===== config.mk =====
export PLATFORM = sky130hd
export DESIGN_NAME = decode_queue_flat
export DESIGN_NICKNAME = d
export VERILOG_FILES = /design/src/rtl/decode_queue_pkg.sv /design/src/rtl/decode_queue_if.sv /design/src/rtl/decode_queue_instr_field_decode.sv /design/src/rtl/decode_queue.sv /design/src/flat_wrapper.sv
export SDC_FILE = /design/constraint.sdc
export NUM_CORES = 1
export LEC_CHECK = 0
export BUFFER_PORTS_ARGS = -buffer_cell sky130_fd_sc_hd__clkbuf_2
export CAP_MARGIN = 10
export CELL_PAD_IN_SITES_DETAIL_PLACEMENT = 0
export CELL_PAD_IN_SITES_GLOBAL_PLACEMENT = 1
export CORE_AREA = 2 2 203 155
export DETAILED_ROUTE_END_ITERATION = 7
export DIE_AREA = 0 0 205 157
export PLACE_DENSITY = 0.78
export SLEW_MARGIN = 0
export SYNTH_ARGS = -nofsm -noshare
export SYNTH_HDL_FRONTEND = slang
export SYNTH_SLANG_ARGS = --single-unit

===== constraint.sdc =====
create_clock -name clk -period 10.1 [get_ports clk]
set_input_delay 1.01 -clock clk [delete_from_list [all_inputs] [get_ports clk]]
set_output_delay 1.01 -clock clk [all_outputs]
set_load 0.03 [all_outputs]

===== src/rtl/decode_queue_pkg.sv =====
// decode_pkg: shared opcode values, class encodings and the decoded payload
// type for the ARM32 decode queue.
//   - OP_* : 7-bit internal opcodes produced by instr_field_decode
//   - PFX_*: upper opcode bits selecting the ALU operand form
//   - decoded_t: one FIFO payload entry (the PC is stored alongside it)
//   - alu_sub(): maps instr[24:21] to {legal, 3-bit ALU sub-opcode}
package decode_pkg;

  localparam logic [6:0] OP_NOP     = 7'b0000000;
  localparam logic [6:0] OP_HALT    = 7'b0000001;
  localparam logic [6:0] OP_UNDEF   = 7'b0000001;
  localparam logic [6:0] OP_B       = 7'b1000000;
  localparam logic [6:0] OP_BL      = 7'b1000100;
  localparam logic [6:0] OP_BX      = 7'b1000001;
  localparam logic [6:0] OP_BLX     = 7'b1000101;
  localparam logic [6:0] OP_MOV_IMM = 7'b0000000;
  localparam logic [6:0] OP_MOV_REG = 7'b0010000;
  localparam logic [6:0] OP_MOV_RSH = 7'b0110000;

  // Operand-form prefixes for ALU ops: immediate, register, shifted register
  localparam logic [3:0] PFX_ALU_IMM = 4'b0001;
  localparam logic [3:0] PFX_ALU_REG = 4'b0011;
  localparam logic [3:0] PFX_ALU_RSH = 4'b0111;
  localparam logic [2:0] PFX_LDST    = 3'b101;

  // instr[27:21] patterns for special class-00 encodings
  localparam logic [6:0] ENC_NOP  = 7'b0011001;
  localparam logic [6:0] ENC_HALT = 7'b0001000;
  localparam logic [6:0] ENC_BX   = 7'b0001001;

  localparam logic [3:0] DP_ADD = 4'b0100;
  localparam logic [3:0] DP_SUB = 4'b0010;
  localparam logic [3:0] DP_CMP = 4'b1010;
  localparam logic [3:0] DP_AND = 4'b0000;
  localparam logic [3:0] DP_ORR = 4'b1100;
  localparam logic [3:0] DP_EOR = 4'b0001;
  localparam logic [3:0] DP_MOV = 4'b1101;

  typedef struct packed {
    logic [3:0]  cond;
    logic [6:0]  opcode;
    logic        en_status;
    logic [3:0]  rn;
    logic [3:0]  rd;
    logic [3:0]  rs;
    logic [3:0]  rm;
    logic [1:0]  shift_op;
    logic [4:0]  imm5;
    logic [11:0] imm12;
    logic [23:0] imm24;
    logic        illegal;
  } decoded_t;

  // MOV is not handled here; it has its own fixed opcodes per operand form.
  function automatic logic [3:0] alu_sub(input logic [3:0] dp);
    case (dp)
      DP_ADD:  return 4'b1_000;
      DP_SUB:  return 4'b1_001;
      DP_CMP:  return 4'b1_010;
      DP_AND:  return 4'b1_011;
      DP_ORR:  return 4'b1_100;
      DP_EOR:  return 4'b1_101;
      default: return 4'b0_000;
    endcase
  endfunction

endpackage


===== src/rtl/decode_queue_if.sv =====
// decode_queue_if: fetch-side and execute-side handshake bundle of the
// decode queue, plus flush and occupancy.
//   slave  modport: the queue (consumes in_*, flush, out_ready)
//   master modport: the environment driving fetch/execute
interface decode_queue_if #(
  parameter int unsigned DEPTH = 4,
  parameter int unsigned PC_W  = 32,
  parameter int unsigned CNT_W = $clog2(DEPTH + 1)
) ();

  logic              flush;
  logic              in_valid;
  logic              in_ready;
  logic [31:0]       in_instr;
  logic [PC_W-1:0]   in_pc;
  logic              out_valid;
  logic              out_ready;
  logic [PC_W-1:0]   out_pc;
  logic [3:0]        out_cond;
  logic [6:0]        out_opcode;
  logic              out_en_status;
  logic [3:0]        out_rn;
  logic [3:0]        out_rd;
  logic [3:0]        out_rs;
  logic [3:0]        out_rm;
  logic [1:0]        out_shift_op;
  logic [4:0]        out_imm5;
  logic [11:0]       out_imm12;
  logic [23:0]       out_imm24;
  logic              out_illegal;
  logic [CNT_W-1:0]  count;

  modport slave (
    input  flush, in_valid, in_instr, in_pc, out_ready,
    output in_ready, out_valid, out_pc, out_cond, out_opcode, out_en_status,
           out_rn, out_rd, out_rs, out_rm, out_shift_op, out_imm5,
           out_imm12, out_imm24, out_illegal, count
  );

  modport master (
    output flush, in_valid, in_instr, in_pc, out_ready,
    input  in_ready, out_valid, out_pc, out_cond, out_opcode, out_en_status,
           out_rn, out_rd, out_rs, out_rm, out_shift_op, out_imm5,
           out_imm12, out_imm24, out_illegal, count
  );

endinterface


===== src/rtl/decode_queue_instr_field_decode.sv =====
// instr_field_decode: combinational ARM32 field extraction and opcode
// classification.
//   instr : raw 32-bit instruction
//   dec   : decoded_t bundle (raw fields always extracted)
// Optional macro LDST_DECODE_EN: decode class 01 as load/store instead of
// flagging it illegal.
module instr_field_decode
  import decode_pkg::*;
(
  input  logic [31:0] instr,
  output decoded_t    dec
);

  logic [3:0] alu_res;
  logic [3:0] alu_pfx;
  logic [6:0] mov_op;

  assign alu_res = alu_sub(instr[24:21]);
  assign alu_pfx = instr[25] ? PFX_ALU_IMM : (instr[4] ? PFX_ALU_RSH : PFX_ALU_REG);
  assign mov_op  = instr[25] ? OP_MOV_IMM : (instr[4] ? OP_MOV_RSH : OP_MOV_REG);

  always_comb begin
    dec           = '0;
    dec.cond      = instr[31:28];
    dec.en_status = instr[20];
    dec.rn        = instr[19:16];
    dec.rd        = instr[15:12];
    dec.rs        = instr[11:8];
    dec.rm        = instr[3:0];
    dec.shift_op  = instr[7:6];
    dec.imm5      = instr[11:7];
    dec.imm12     = instr[11:0];
    dec.imm24     = instr[23:0];
    dec.opcode    = OP_UNDEF;
    dec.illegal   = 1'b1;

    case (instr[27:26])
      2'b00: begin
        // Special encodings take priority over the generic ALU decode.
        if (instr[27:21] == ENC_NOP) begin
          dec.opcode  = OP_NOP;
          dec.illegal = 1'b0;
        end else if (instr[27:21] == ENC_HALT) begin
          dec.opcode  = OP_HALT;
          dec.illegal = 1'b0;
        end else if (instr[27:21] == ENC_BX) begin
          dec.opcode  = instr[5] ? OP_BLX : OP_BX;
          dec.illegal = 1'b0;
        end else if (instr[24:21] == DP_MOV) begin
          dec.opcode  = mov_op;
          dec.illegal = 1'b0;
        end else if (alu_res[3]) begin
          dec.opcode  = {alu_pfx, alu_res[2:0]};
          dec.illegal = 1'b0;
        end
      end
      2'b01: begin
`ifdef LDST_DECODE_EN
        dec.opcode  = {PFX_LDST, instr[24], instr[23], instr[22], instr[20]};
        dec.illegal = 1'b0;
`endif
      end
      2'b10: begin
        if (instr[25]) begin
          dec.opcode  = instr[24] ? OP_BL : OP_B;
          dec.illegal = 1'b0;
        end
      end
      default: ;
    endcase
  end

endmodule


===== src/rtl/decode_queue.sv =====
// decode_queue: registered, buffered decode stage between fetch and execute.
// Instructions are decoded on enqueue and held with their PC in a DEPTH-entry
// FIFO, presented in order through a valid/ready handshake.
//   clk, rst : clock, asynchronous active-high reset
//   q        : decode_queue_if.slave (flush, in_* fetch side, out_* execute
//              side, count occupancy)
// Parameters: DEPTH (power of two, 2..16), PC_W.
// Optional macro LDST_DECODE_EN (see instr_field_decode).
module decode_queue
  import decode_pkg::*;
#(
  parameter int unsigned DEPTH = 4,
  parameter int unsigned PC_W  = 32
) (
  input  logic           clk,
  input  logic           rst,
  decode_queue_if.slave  q
);

  localparam int unsigned PTR_W = $clog2(DEPTH);
  localparam int unsigned CNT_W = $clog2(DEPTH + 1);

  logic [PTR_W-1:0] wr_ptr;
  logic [PTR_W-1:0] rd_ptr;
  logic [CNT_W-1:0] cnt;
  decoded_t         dec_in;
  decoded_t         dec_mem [DEPTH];
  logic [PC_W-1:0]  pc_mem  [DEPTH];
  decoded_t         head;
  logic             full;
  logic             empty;
  logic             push;
  logic             pop;

  instr_field_decode u_decode (
    .instr (q.in_instr),
    .dec   (dec_in)
  );

  // Ready depends on stored occupancy only, so a full queue refuses a push
  // even when the head is popped in the same cycle.
  assign full  = (cnt == CNT_W'(DEPTH));
  assign empty = (cnt == '0);
  assign push  = q.in_valid & ~full;
  assign pop   = q.out_ready & ~empty;

  always_ff @(posedge clk or posedge rst) begin
    if (rst) begin
      wr_ptr <= '0;
      rd_ptr <= '0;
      cnt    <= '0;
      for (int unsigned i = 0; i < DEPTH; i++) begin
        dec_mem[i] <= '0;
        pc_mem[i]  <= '0;
      end
    end else if (q.flush) begin
      wr_ptr <= '0;
      rd_ptr <= '0;
      cnt    <= '0;
    end else begin
      if (push) begin
        dec_mem[wr_ptr] <= dec_in;
        pc_mem[wr_ptr]  <= q.in_pc;
        wr_ptr          <= wr_ptr + PTR_W'(1);
      end
      if (pop) begin
        rd_ptr <= rd_ptr + PTR_W'(1);
      end
      case ({push, pop})
        2'b10:   cnt <= cnt + CNT_W'(1);
        2'b01:   cnt <= cnt - CNT_W'(1);
        default: ;
      endcase
    end
  end

  assign head            = dec_mem[rd_ptr];
  assign q.in_ready      = ~full;
  assign q.out_valid     = ~empty;
  assign q.count         = cnt;
  assign q.out_pc        = pc_mem[rd_ptr];
  assign q.out_cond      = head.cond;
  assign q.out_opcode    = head.opcode;
  assign q.out_en_status = head.en_status;
  assign q.out_rn        = head.rn;
  assign q.out_rd        = head.rd;
  assign q.out_rs        = head.rs;
  assign q.out_rm        = head.rm;
  assign q.out_shift_op  = head.shift_op;
  assign q.out_imm5      = head.imm5;
  assign q.out_imm12     = head.imm12;
  assign q.out_imm24     = head.imm24;
  assign q.out_illegal   = head.illegal;

endmodule


===== src/flat_wrapper.sv =====
// flat-port wrapper written by rule: the top's interface ports become plain ports
module decode_queue_flat import decode_pkg::*;
#(
  parameter int unsigned DEPTH = 4,
  parameter int unsigned PC_W  = 32
)
  (clk, rst, q_flush, q_in_valid, q_in_instr, q_in_pc, q_out_ready, q_in_ready, q_out_valid, q_out_pc, q_out_cond, q_out_opcode, q_out_en_status, q_out_rn, q_out_rd, q_out_rs, q_out_rm, q_out_shift_op, q_out_imm5, q_out_imm12, q_out_imm24, q_out_illegal, q_count);
  decode_queue_if #(.DEPTH(DEPTH), .PC_W(PC_W)) q_i ();
  input  logic clk;
  input  logic rst;
  input wire logic [$bits(q_i.flush)-1:0] q_flush;
  input wire logic [$bits(q_i.in_valid)-1:0] q_in_valid;
  input wire logic [$bits(q_i.in_instr)-1:0] q_in_instr;
  input wire logic [$bits(q_i.in_pc)-1:0] q_in_pc;
  input wire logic [$bits(q_i.out_ready)-1:0] q_out_ready;
  output wire logic [$bits(q_i.in_ready)-1:0] q_in_ready;
  output wire logic [$bits(q_i.out_valid)-1:0] q_out_valid;
  output wire logic [$bits(q_i.out_pc)-1:0] q_out_pc;
  output wire logic [$bits(q_i.out_cond)-1:0] q_out_cond;
  output wire logic [$bits(q_i.out_opcode)-1:0] q_out_opcode;
  output wire logic [$bits(q_i.out_en_status)-1:0] q_out_en_status;
  output wire logic [$bits(q_i.out_rn)-1:0] q_out_rn;
  output wire logic [$bits(q_i.out_rd)-1:0] q_out_rd;
  output wire logic [$bits(q_i.out_rs)-1:0] q_out_rs;
  output wire logic [$bits(q_i.out_rm)-1:0] q_out_rm;
  output wire logic [$bits(q_i.out_shift_op)-1:0] q_out_shift_op;
  output wire logic [$bits(q_i.out_imm5)-1:0] q_out_imm5;
  output wire logic [$bits(q_i.out_imm12)-1:0] q_out_imm12;
  output wire logic [$bits(q_i.out_imm24)-1:0] q_out_imm24;
  output wire logic [$bits(q_i.out_illegal)-1:0] q_out_illegal;
  output wire logic [$bits(q_i.count)-1:0] q_count;
  assign q_i.flush = q_flush;
  assign q_i.in_valid = q_in_valid;
  assign q_i.in_instr = q_in_instr;
  assign q_i.in_pc = q_in_pc;
  assign q_i.out_ready = q_out_ready;
  assign q_in_ready = q_i.in_ready;
  assign q_out_valid = q_i.out_valid;
  assign q_out_pc = q_i.out_pc;
  assign q_out_cond = q_i.out_cond;
  assign q_out_opcode = q_i.out_opcode;
  assign q_out_en_status = q_i.out_en_status;
  assign q_out_rn = q_i.out_rn;
  assign q_out_rd = q_i.out_rd;
  assign q_out_rs = q_i.out_rs;
  assign q_out_rm = q_i.out_rm;
  assign q_out_shift_op = q_i.out_shift_op;
  assign q_out_imm5 = q_i.out_imm5;
  assign q_out_imm12 = q_i.out_imm12;
  assign q_out_imm24 = q_i.out_imm24;
  assign q_out_illegal = q_i.out_illegal;
  assign q_count = q_i.count;
  decode_queue #(.DEPTH(DEPTH), .PC_W(PC_W)) u_core (.clk(clk), .rst(rst), .q(q_i));
endmodule

## After elaboration in Yosys (flattened, before gate mapping)

Cells that the tools add are included.

| word-level totals | value |
|---|---|
| register bits | 423 |
| bits of input ports | 69 |
| output and inout port bits | 109 |
| logic and storage cells | 129 |

| cells by class | value |
|---|---|
| add/subtract/negate cells | 4 |
| $lt $le $gt $ge | 3 |
| equality and inequality tests | 13 |
| muxes and demuxes | 39 |
| bitwise logic cells | 7 |
| reduce and logical (&&, ||, !) cells | 8 |

Operators with widths:

| kind | number |
|---|---|
| 288-bit bitwise mux | 1 |
| 72-bit two-way mux | 3 |
| 72-bit binary-select mux with 2-bit select | 1 |
| 72-bit demux with 2-bit select | 1 |
| 128-bit bitwise mux | 1 |
| 32-bit two-way mux | 3 |
| 32-bit binary-select mux with 2-bit select | 1 |
| 32-bit demux with 2-bit select | 1 |
| 7-bit two-way mux | 6 |
| 4-bit case mux with 6 select lines | 1 |
| 7-bit by 4-bit equality test with 1-bit output (second input constant) | 2 |
| 7-bit case mux with 2 select lines | 1 |
| 4-bit equality test (second input constant) | 3 |
| 3-bit two-way mux | 4 |
| 6-bit two-way mux | 2 |
| 2-bit two-way mux | 4 |
| 7-bit by 5-bit equality test with 1-bit output (second input constant) | 1 |
| 3-bit >= comparator (second input constant) | 2 |
| 1-bit two-way mux | 6 |
| 2-bit NOT with 3-bit output | 2 |
| 3-bit case mux with 2 select lines | 1 |
| 2-bit by 1-bit adder with 2-bit output (second input constant) | 2 |
| 2-bit equality test (second input constant) | 2 |
| 4-bit by 1-bit equality test with 1-bit output (second input constant) | 1 |
| other kinds (18) | 22 |

## Depth between registers and ports, before layout

Gate-level depths: netlist (run 1).

| logic depth | value |
|---|---|
| word-level depth | 9 |
| depth in mapped cells | 9 |
| gate-level depth less buffers | 8 |

## Cells and area by module

From an unflattened synthesis (run 1), not the netlist that was laid out.

| unflattened totals | value |
|---|---|
| cells, all modules | 1176 |
| area, all modules | 20469.6 sq um |

Modules (own cells, without submodules):

| module | times used | cells each | area each (sq um) | sequential area each (sq um) |
|---|---|---|---|---|
| decode_queue | 1 | 1069 | 19721.4 | 10585.2 |
| instr_field_decode | 1 | 107 | 748.2 | 0.0 |

## Least setup slack after synthesis (run 1)

No wires, ideal clock.

| timing | value |
|---|---|
| kind | flip-flop to output port |
| start point | reg u_core.rd_ptr[1] |
| end point | out q_out_imm24[1] |
| arrival | 1804 ps |
| data required time | 9090 ps |
| setup slack | 7286 ps |
| stages on the path, launching flop included | 5 |
| path buffers | 3 |
| path through | dfrtp_1 > clkbuf_1 > buf_2 > mux4_2 > buf_4 |

| on the way | value |
|---|---|
| word-level cells in the longest chain between the ends | 4 |

Ends and longest elaborated chain:

| element | line | RTL |
|---|---|---|
| start, declared | decode_queue.sv:24 | `logic [PTR_W-1:0] rd_ptr;` |
| start signal, assigned | decode_queue.sv:67 | `rd_ptr <= rd_ptr + PTR_W'(1);` |
| 2-bit NOT with 3-bit output (not written as such) | decode_queue.sv:77 | `assign head = dec_mem[rd_ptr];` |
| 72-bit binary-select mux with 2-bit select | decode_queue.sv:77 |  |
| 72-bit two-way mux (not written as such) (2 in a row) | decode_queue.sv:77 |  |
| end, declared | flat_wrapper.sv:29 | `output wire logic [$bits(q_i.out_imm24)-1:0] q_out_imm24;` |

No other way between the ends. The select of a mux whose other input is x is not followed.

## Worst setup path in the final report (run 1)

| timing | value |
|---|---|
| start point | reg u_core.rd_ptr[0] |
| end point | out q_out_pc[25] |

| on the way | value |
|---|---|
| word-level cells in the longest chain between the ends | 4 |

Ends and longest elaborated chain:

| element | line | RTL |
|---|---|---|
| 2-bit NOT with 3-bit output (not written as such) | decode_queue.sv:81 | `assign q.out_pc = pc_mem[rd_ptr];` |
| 32-bit binary-select mux with 2-bit select | decode_queue.sv:81 |  |
| 32-bit two-way mux (not written as such) (2 in a row) | decode_queue.sv:81 |  |
| end, declared | flat_wrapper.sv:18 | `output wire logic [$bits(q_i.out_pc)-1:0] q_out_pc;` |

No other way between the ends. The select of a mux whose other input is x is not followed.

==> results.txt, run 1 <==
Ys async rst share = 1.000
Final Setup Violations = 0
Slowest cell on the critical path = dfrtp_4
Die Area = 32,190 µm²
CTS hold repair buffers = 0
Period utilization = 0.4013
Final Total Pwr = 4.261 mW
PwrDens = 283.2 nW/µm²
CTS Buffer Depth = 3
Mapped Nets = 1,034
Final setup TNS = 0 ps
Synth Cell Area = 13,470 µm²
Area growth from synthesis to layout = 11.68%
Final Hold Fails = 0
Vias = 7,726
Via-to-Cell Ratio = 5.171
Setup crit start kind = flip-flop
CTS tree = done
Chip height = 157 µm
Top cell type by total area after synthesis = dfrtp_1
Antenna violations before repair = 3
Die width = 205 µm
Status = completed
Core area = 30,000 µm²
CTS resizes = 0
Final nets = 1,147
Drt drc = 0
HPWL after detailed placement = 17,240 µm
Input/output buffers = 177
Rel. slew slack = 0.2450
Worst min-delay path category = reg -> reg
Count of cell types in the netlist = 45
CP arrival = 3040 ps
Largest net degree at the start of global routing = 144
H-tree Lvls = 1
Root buffer cell = clkbuf_16
VDD IR-drop max = 163.0 µV
Max stage delay on crit path = 1000 ps
Final Max Tran Viols = 0
TritonCTS Buffers = 28
Number of flops mapped to enable cells by yosys = 0
1st-iter DRT viols = 354
# clock sinks = 279
Largest cells by area after synthesis = dfrtp_1, mux2_4, mux4_2
Commonest non-fill, non-tap cell in the layout = dfrtp_1
Util after Layout = 0.5015
Worst endpoint required time = 9090 ps
Gr usage total = 0.1830
Unrepaired setup endpoints after global routing = false
Clk_lat worst skew = 540 ps
Cells after synthesis = 960
Initial Util = 0.4490
Clk pin slew, worst setup/hold paths = 60 ps
Drt total wl = 28,750 µm
Post-CTS Setup Bufs = 0
Remaining global-route overflow = 0
Main synth FF type = dfrtp_1
Total iterations of the first detailed-routing run = 6
Area fraction of the dominant cell type after synthesis = 0.5182
Wire length per cell = 19.25 µm
CP Class = reg -> out
Fmax = 0.2467 GHz
I/O pin cnt = 178
Least-Margin Pin Slew = 1132 ps
Crit path capture type = primary output
Post-route minimum period = 4053 ps
Number of global-route vias before repair = 8,093
Syn Area/Cell = 14.03 µm²
Max_cap viols = 0
Global-route wire length before repair = 46,130 µm
Most frequent cells in the layout = dfrtp_1, nand2_1, clkbuf_2, mux2_4, mux4_2
Setup Skew = 6.136 ps
Static Leak = 7.380 nW
Critical-path cell list = buf_4 -> mux4_2 -> clkbuf_2
DRT antenna net count = 0
Placer Congestion = 0.7138
Layout cells sized above 1 = 0.4333
Max FO, Critical Path = 43
Synthesis-stage register bit count = 279
Std-Cell Rows = 55
Sequential-to-total area share from yosys stat = 0.5182
Synth warn = 0
==> Yosys cell counts (2+ instances only) <==
master and instances:
mux2_1 21, nor2_1 15, or2_2 4, mux2_2 46, buf_8 3, ha_1 4, dfrtp_1 279, nand3b_1 4
inv_1 7, a21o_1 3, buf_4 42, nand2_1 205, nor3_1 4, mux2_4 120, buf_6 3, or3_1 3
xnor2_1 3, buf_12 15, a31oi_1 6, xor2_1 3, a21oi_1 9, buf_2 29, o21ai_0 29, clkbuf_1 7
nand3_4 3, o21a_1 2, or4_1 2, mux4_2 68, nand3_1 5
==> layer usage <==
layer | GRT usage | vias up | share of wire
met5 | 0 | - | 0.0015
met4 | 0.03631 | 6 | 0.016
met1 | 0.2667 | 3967 | 0.48
li1 | - | 3536 | -
met2 | 0.2823 | 179 | 0.45
met3 | 0.04224 | 38 | 0.056
==> critical path, delay by kind of cell (launching register included) <==
kind / cells / cell delay, ps
DFF: 1 / 1000
muxes: 1 / 590
buffers and inverters: 2 / 860
==> power by group <==
part | total [mW] | switching [mW] | internal [mW]
combinational | 1.44 | 0.744 | 0.692
sequential | 1.74 | 0.234 | 1.50
clock | 1.09 | 0.426 | 0.659
==> through the flow <==
stage | instances | area (µm²) | worst slack [ps] | hold slack, ps
3_3_place_gp | 1442 | 14070 | 6211 | 452.1
3_5_place_dp | 1442 | 14070 | 6165 | 457.6
5_1_grt | 1493 | 15040 | 5839 | 484.4
2_1_floorplan | 960 | 13470 | 1396 | 440.5
6_report | 1494 | 15050 | 6047 | 467.9
4_1_cts | 1493 | 15040 | 5939 | 473.3
==> cell families (layout without fill, tap and decap cells) <==
logic type,after synthesis,count (layout),synth area share
compound gates,54,54,0.02266
flops,279,279,0.5182
xor+xnor,6,6,0.003901
fa+ha+maj,5,5,0.005201
mux,255,255,0.3034
simple gates,253,253,0.07977
buf+inv,108,242,0.06686
other cells,0,1,0
==> state kept, by name, summed over array words and instances (netlist names) <==
register        count
u_core.dec_mem    144
u_core.pc_mem     128
u_core.q.count      3
u_core.rd_ptr       2
u_core.wr_ptr       2
==> final timing paths <==
path                                               start                              end  slack [ps]  cells after the start
max in group asynchronous                            rst     u_core.rd_ptr[1]$_DFFE_PP0P_        8040                      3
min                         u_core.pc_mem[3]$_DFFE_PP0P_     u_core.pc_mem[3]$_DFFE_PP0P_         470                      2
min in group asynchronous                            rst   u_core.pc_mem[104]$_DFFE_PP0P_         620                      2
max reg2reg                u_core.q.count[0]$_DFFE_PP0P_  u_core.dec_mem[114]$_DFFE_PP0P_        7030                      4
max                         u_core.rd_ptr[0]$_DFFE_PP0P_                     q_out_pc[25]        6050                      3
min reg2reg                 u_core.pc_mem[3]$_DFFE_PP0P_     u_core.pc_mem[3]$_DFFE_PP0P_         470                      2
==> layout make-up <==
type	count	area (µm²)
clock buffers	44	862.1
diodes	1	2.502
flip-flops and latches	279	6989
repair buffers	184	950.9
fillers	2616	14960
inverters	7	33.78
well taps	399	499.2
multi-input cells	573	5599
clock inverters	7	110.1
No activity file was read; power rests on OpenSTA's default activity.
==> run 2, diff against run 1 <==
clock period = 4.04 ns   (was 10.1 ns; I/O delays follow)
==> run 2 against run 1 <==
Combinational power rose to 2.5 times the previous value. Clock skew increased by 5.7 ps. Die area is the same. Sequential share of layout area down 0.53 points. Largest power group unchanged. Highest routed layer unchanged. Worst hold slack got worse by 440 ps. Core utilization increased by 0.58 points.
==> results.txt, run 2 (same netlist as run 1, synthesis figures left out) <==
Layout cells sized above 1 = 0.4424 (+0.009174)
CTS hold repair buffers = 0 (unchanged)
1st-iter DRT viols = 437 (+23%)
Placed cell count = 1,459 (+1.2%)
Commonest non-fill, non-tap cell in the layout = dfrtp_1
DR top layer = met5
Antenna violations before repair = 1 (-2)
Worst min-delay path category = in -> async
Drt total wl = 28,870 µm (+0.40%)
Final Max Tran Viols = 0 (unchanged)
Crit path capture type = primary output
Power Internal = 7.045 mW (+150%)
Global-route wire length before repair = 46,790 µm (+1.4%)
Std-Cell Rows = 55 (unchanged)
Root buffer cell = clkbuf_16
Setup crit start kind = flip-flop
Max stage delay on crit path = 840 ps (-160 ps)
Largest net degree at the start of global routing = 79 (-45%)
CP Class = reg -> out
P_sw = 3.544 mW (+150%)
Post-route minimum period = 3013 ps
Chip height = 157 µm (unchanged)
HPWL after detailed placement = 18,410 µm (+6.8%)
Max_cap viols = 0 (unchanged)
Unrepaired setup endpoints after global routing = false
Final setup TNS = 0 ps (unchanged)
Placer Congestion = 0.7498 (+5.0%)
WL met1 = 13,640 µm (-0.60%)
Clk_lat worst skew = 550 ps (about the same)
Least-Margin Pin Slew = 911.7 ps (-220.8 ps)
CP arrival = 2610 ps (-430 ps)
Fin cells = 1,511 (+1.1%)
Total iterations of the first detailed-routing run = 6 (unchanged)
Die width = 205 µm (unchanged)
Util after Layout = 0.5073 (+0.005797)
CTS tree = done
Final instance area = 15,220 µm² (+1.2%)
Remaining global-route overflow = 0 (unchanged)
Max FO, Critical Path = 37 (-14%)
Placed cell area = 14,280 µm² (+1.5%)
I/O pin cnt = 178 (unchanged)
Static Leak = 7.478 nW (+1.3%)
Worst R2R Start = u_core.q.count[1]$_DFFE_PP0P_
Number of global-route vias before repair = 8,050 (-0.53%)
DRT antenna net count = 0 (unchanged)
R2R depth = 5 (+1)
Input/output buffers = 177 (unchanged)
RR Endpoint = u_core.dec_mem[128]$_DFFE_PP0P_
TritonCTS Buffers = 28 (unchanged)
Most frequent cells in the layout = dfrtp_1, nand2_1, clkbuf_2, mux2_4, mux4_2
# clock sinks = 279 (unchanged)
Initial Util = 0.4490 (unchanged)
Final Hold Fails = 0 (unchanged)
Core area = 30,000 µm² (unchanged)
Worst path top cell family by delay = flip-flops
Clock share of power = 0.249 (-0.006)
Final Setup Violations = 0 (unchanged)
Min Hold Slack = 29.21 ps (-438.7 ps)
Met2 wire len = 13,100 µm (+1.5%)
Ant. Diodes = 0 (-1)
Clk pin slew, worst setup/hold paths = 60 ps (about the same)
Slowest cell on the critical path = dfrtp_4
Critical-path cell list = buf_12 -> mux4_2 -> clkbuf_2
Gr usage total = 0.1855 (+0.002468)
VDD IR-drop max = 443.2 µV (+170%)
Biggest register = u_core.dec_mem
Period utilization = 0.7459
Area growth from synthesis to layout = 12.97%
Drt drc = 0 (unchanged)
Post-CTS Setup Bufs = 0 (unchanged)
Power share of the sequential group = 0.410 (+0.002)
Final nets = 1,164 (+1.5%)
Met3 WL = 1659 µm (+3.5%)
Via-to-Cell Ratio = 5.170 (about the same)
CTS resizes = 0 (unchanged)
CP Launch Point = u_core.rd_ptr[0]$_DFFE_PP0P_
Fillers = 2,625 (+0.34%)
Worst endpoint required time = 3640 ps (-5450 ps)
PwrDens = 695.7 nW/µm² (+150%)
Reg-to-reg slack, setup = 1450 ps (-5580 ps)
Max reg flops = 144 (unchanged)
CTS Buffer Depth = 3 (unchanged)
Buf/Inv on CP = 2 (unchanged)
Status = completed
Setup Skew = 11.86 ps (+5.727 ps)
Fmax = 0.3319 GHz
Rel. slew slack = 0.3909 (+0.1459)
Wire length per cell = 19.11 µm (-0.73%)
H-tree Lvls = 1 (unchanged)
Comb power frac = 0.341 (+0.004)
Vias = 7,812 (+1.1%)
Sw Share = 0.3347 (+0.004985)
Die Area = 32,190 µm² (unchanged)
-- run 2: power by group through the flow --
stage | sequential [mW] | clock [mW] | combinational (mW)
floorplan | 4.14 | 0 | 3.19
global placement | 4.34 | 0 | 3.59
detailed placement | 4.36 | 0 | 3.65
CTS | 4.34 | 2.70 | 3.66
global route | 4.46 | 2.82 | 3.87
finish | 4.34 | 2.64 | 3.61
-- run 2: layout make-up --
| type | instances | area (µm²) | area share |
|---|---|---|---|
| multi-input cells | 573 | 5599 | 0.3679 |
| clock inverters | 8 | 75.07 | 0.004932 |
| clock buffers | 44 | 862.1 | 0.05664 |
| inverters | 7 | 30.03 | 0.001973 |
| repair buffers | 201 | 1166 | 0.07661 |
| well taps | 399 | 499.2 | 0.03280 |
| flip-flops and latches | 279 | 6989 | 0.4592 |
-- run 2: stage by stage --
stage	setup slack (ps)	power, mW
5_1_grt	858.5	11.15
3_3_place_gp	1495	7.926
2_1_floorplan	-57.33	7.338
4_1_cts	935.4	10.70
6_report	1027	10.59
3_5_place_dp	1443	8.007
-- run 2: layer usage --
metal	GRT usage	up-vias
met2	0.2825	170
met4	0.03529	2
met1	0.2736	4024
met5	0	-
met3	0.04348	34
li1	-	3582
-- run 2: how the worst max path moves through the flow --
stage,depth (start not counted),endpoint,slack (ps)
finish,3,q_out_imm12[9],1030
global placement,5,u_core.dec_mem[130]$_DFFE_PP0P_,1490
floorplan,1,u_core.dec_mem[0]$_DFFE_PP0P_,-60
CTS,3,q_out_imm5[3],940
detailed placement,5,u_core.dec_mem[129]$_DFFE_PP0P_,1440
global route,3,q_out_imm12[10],860
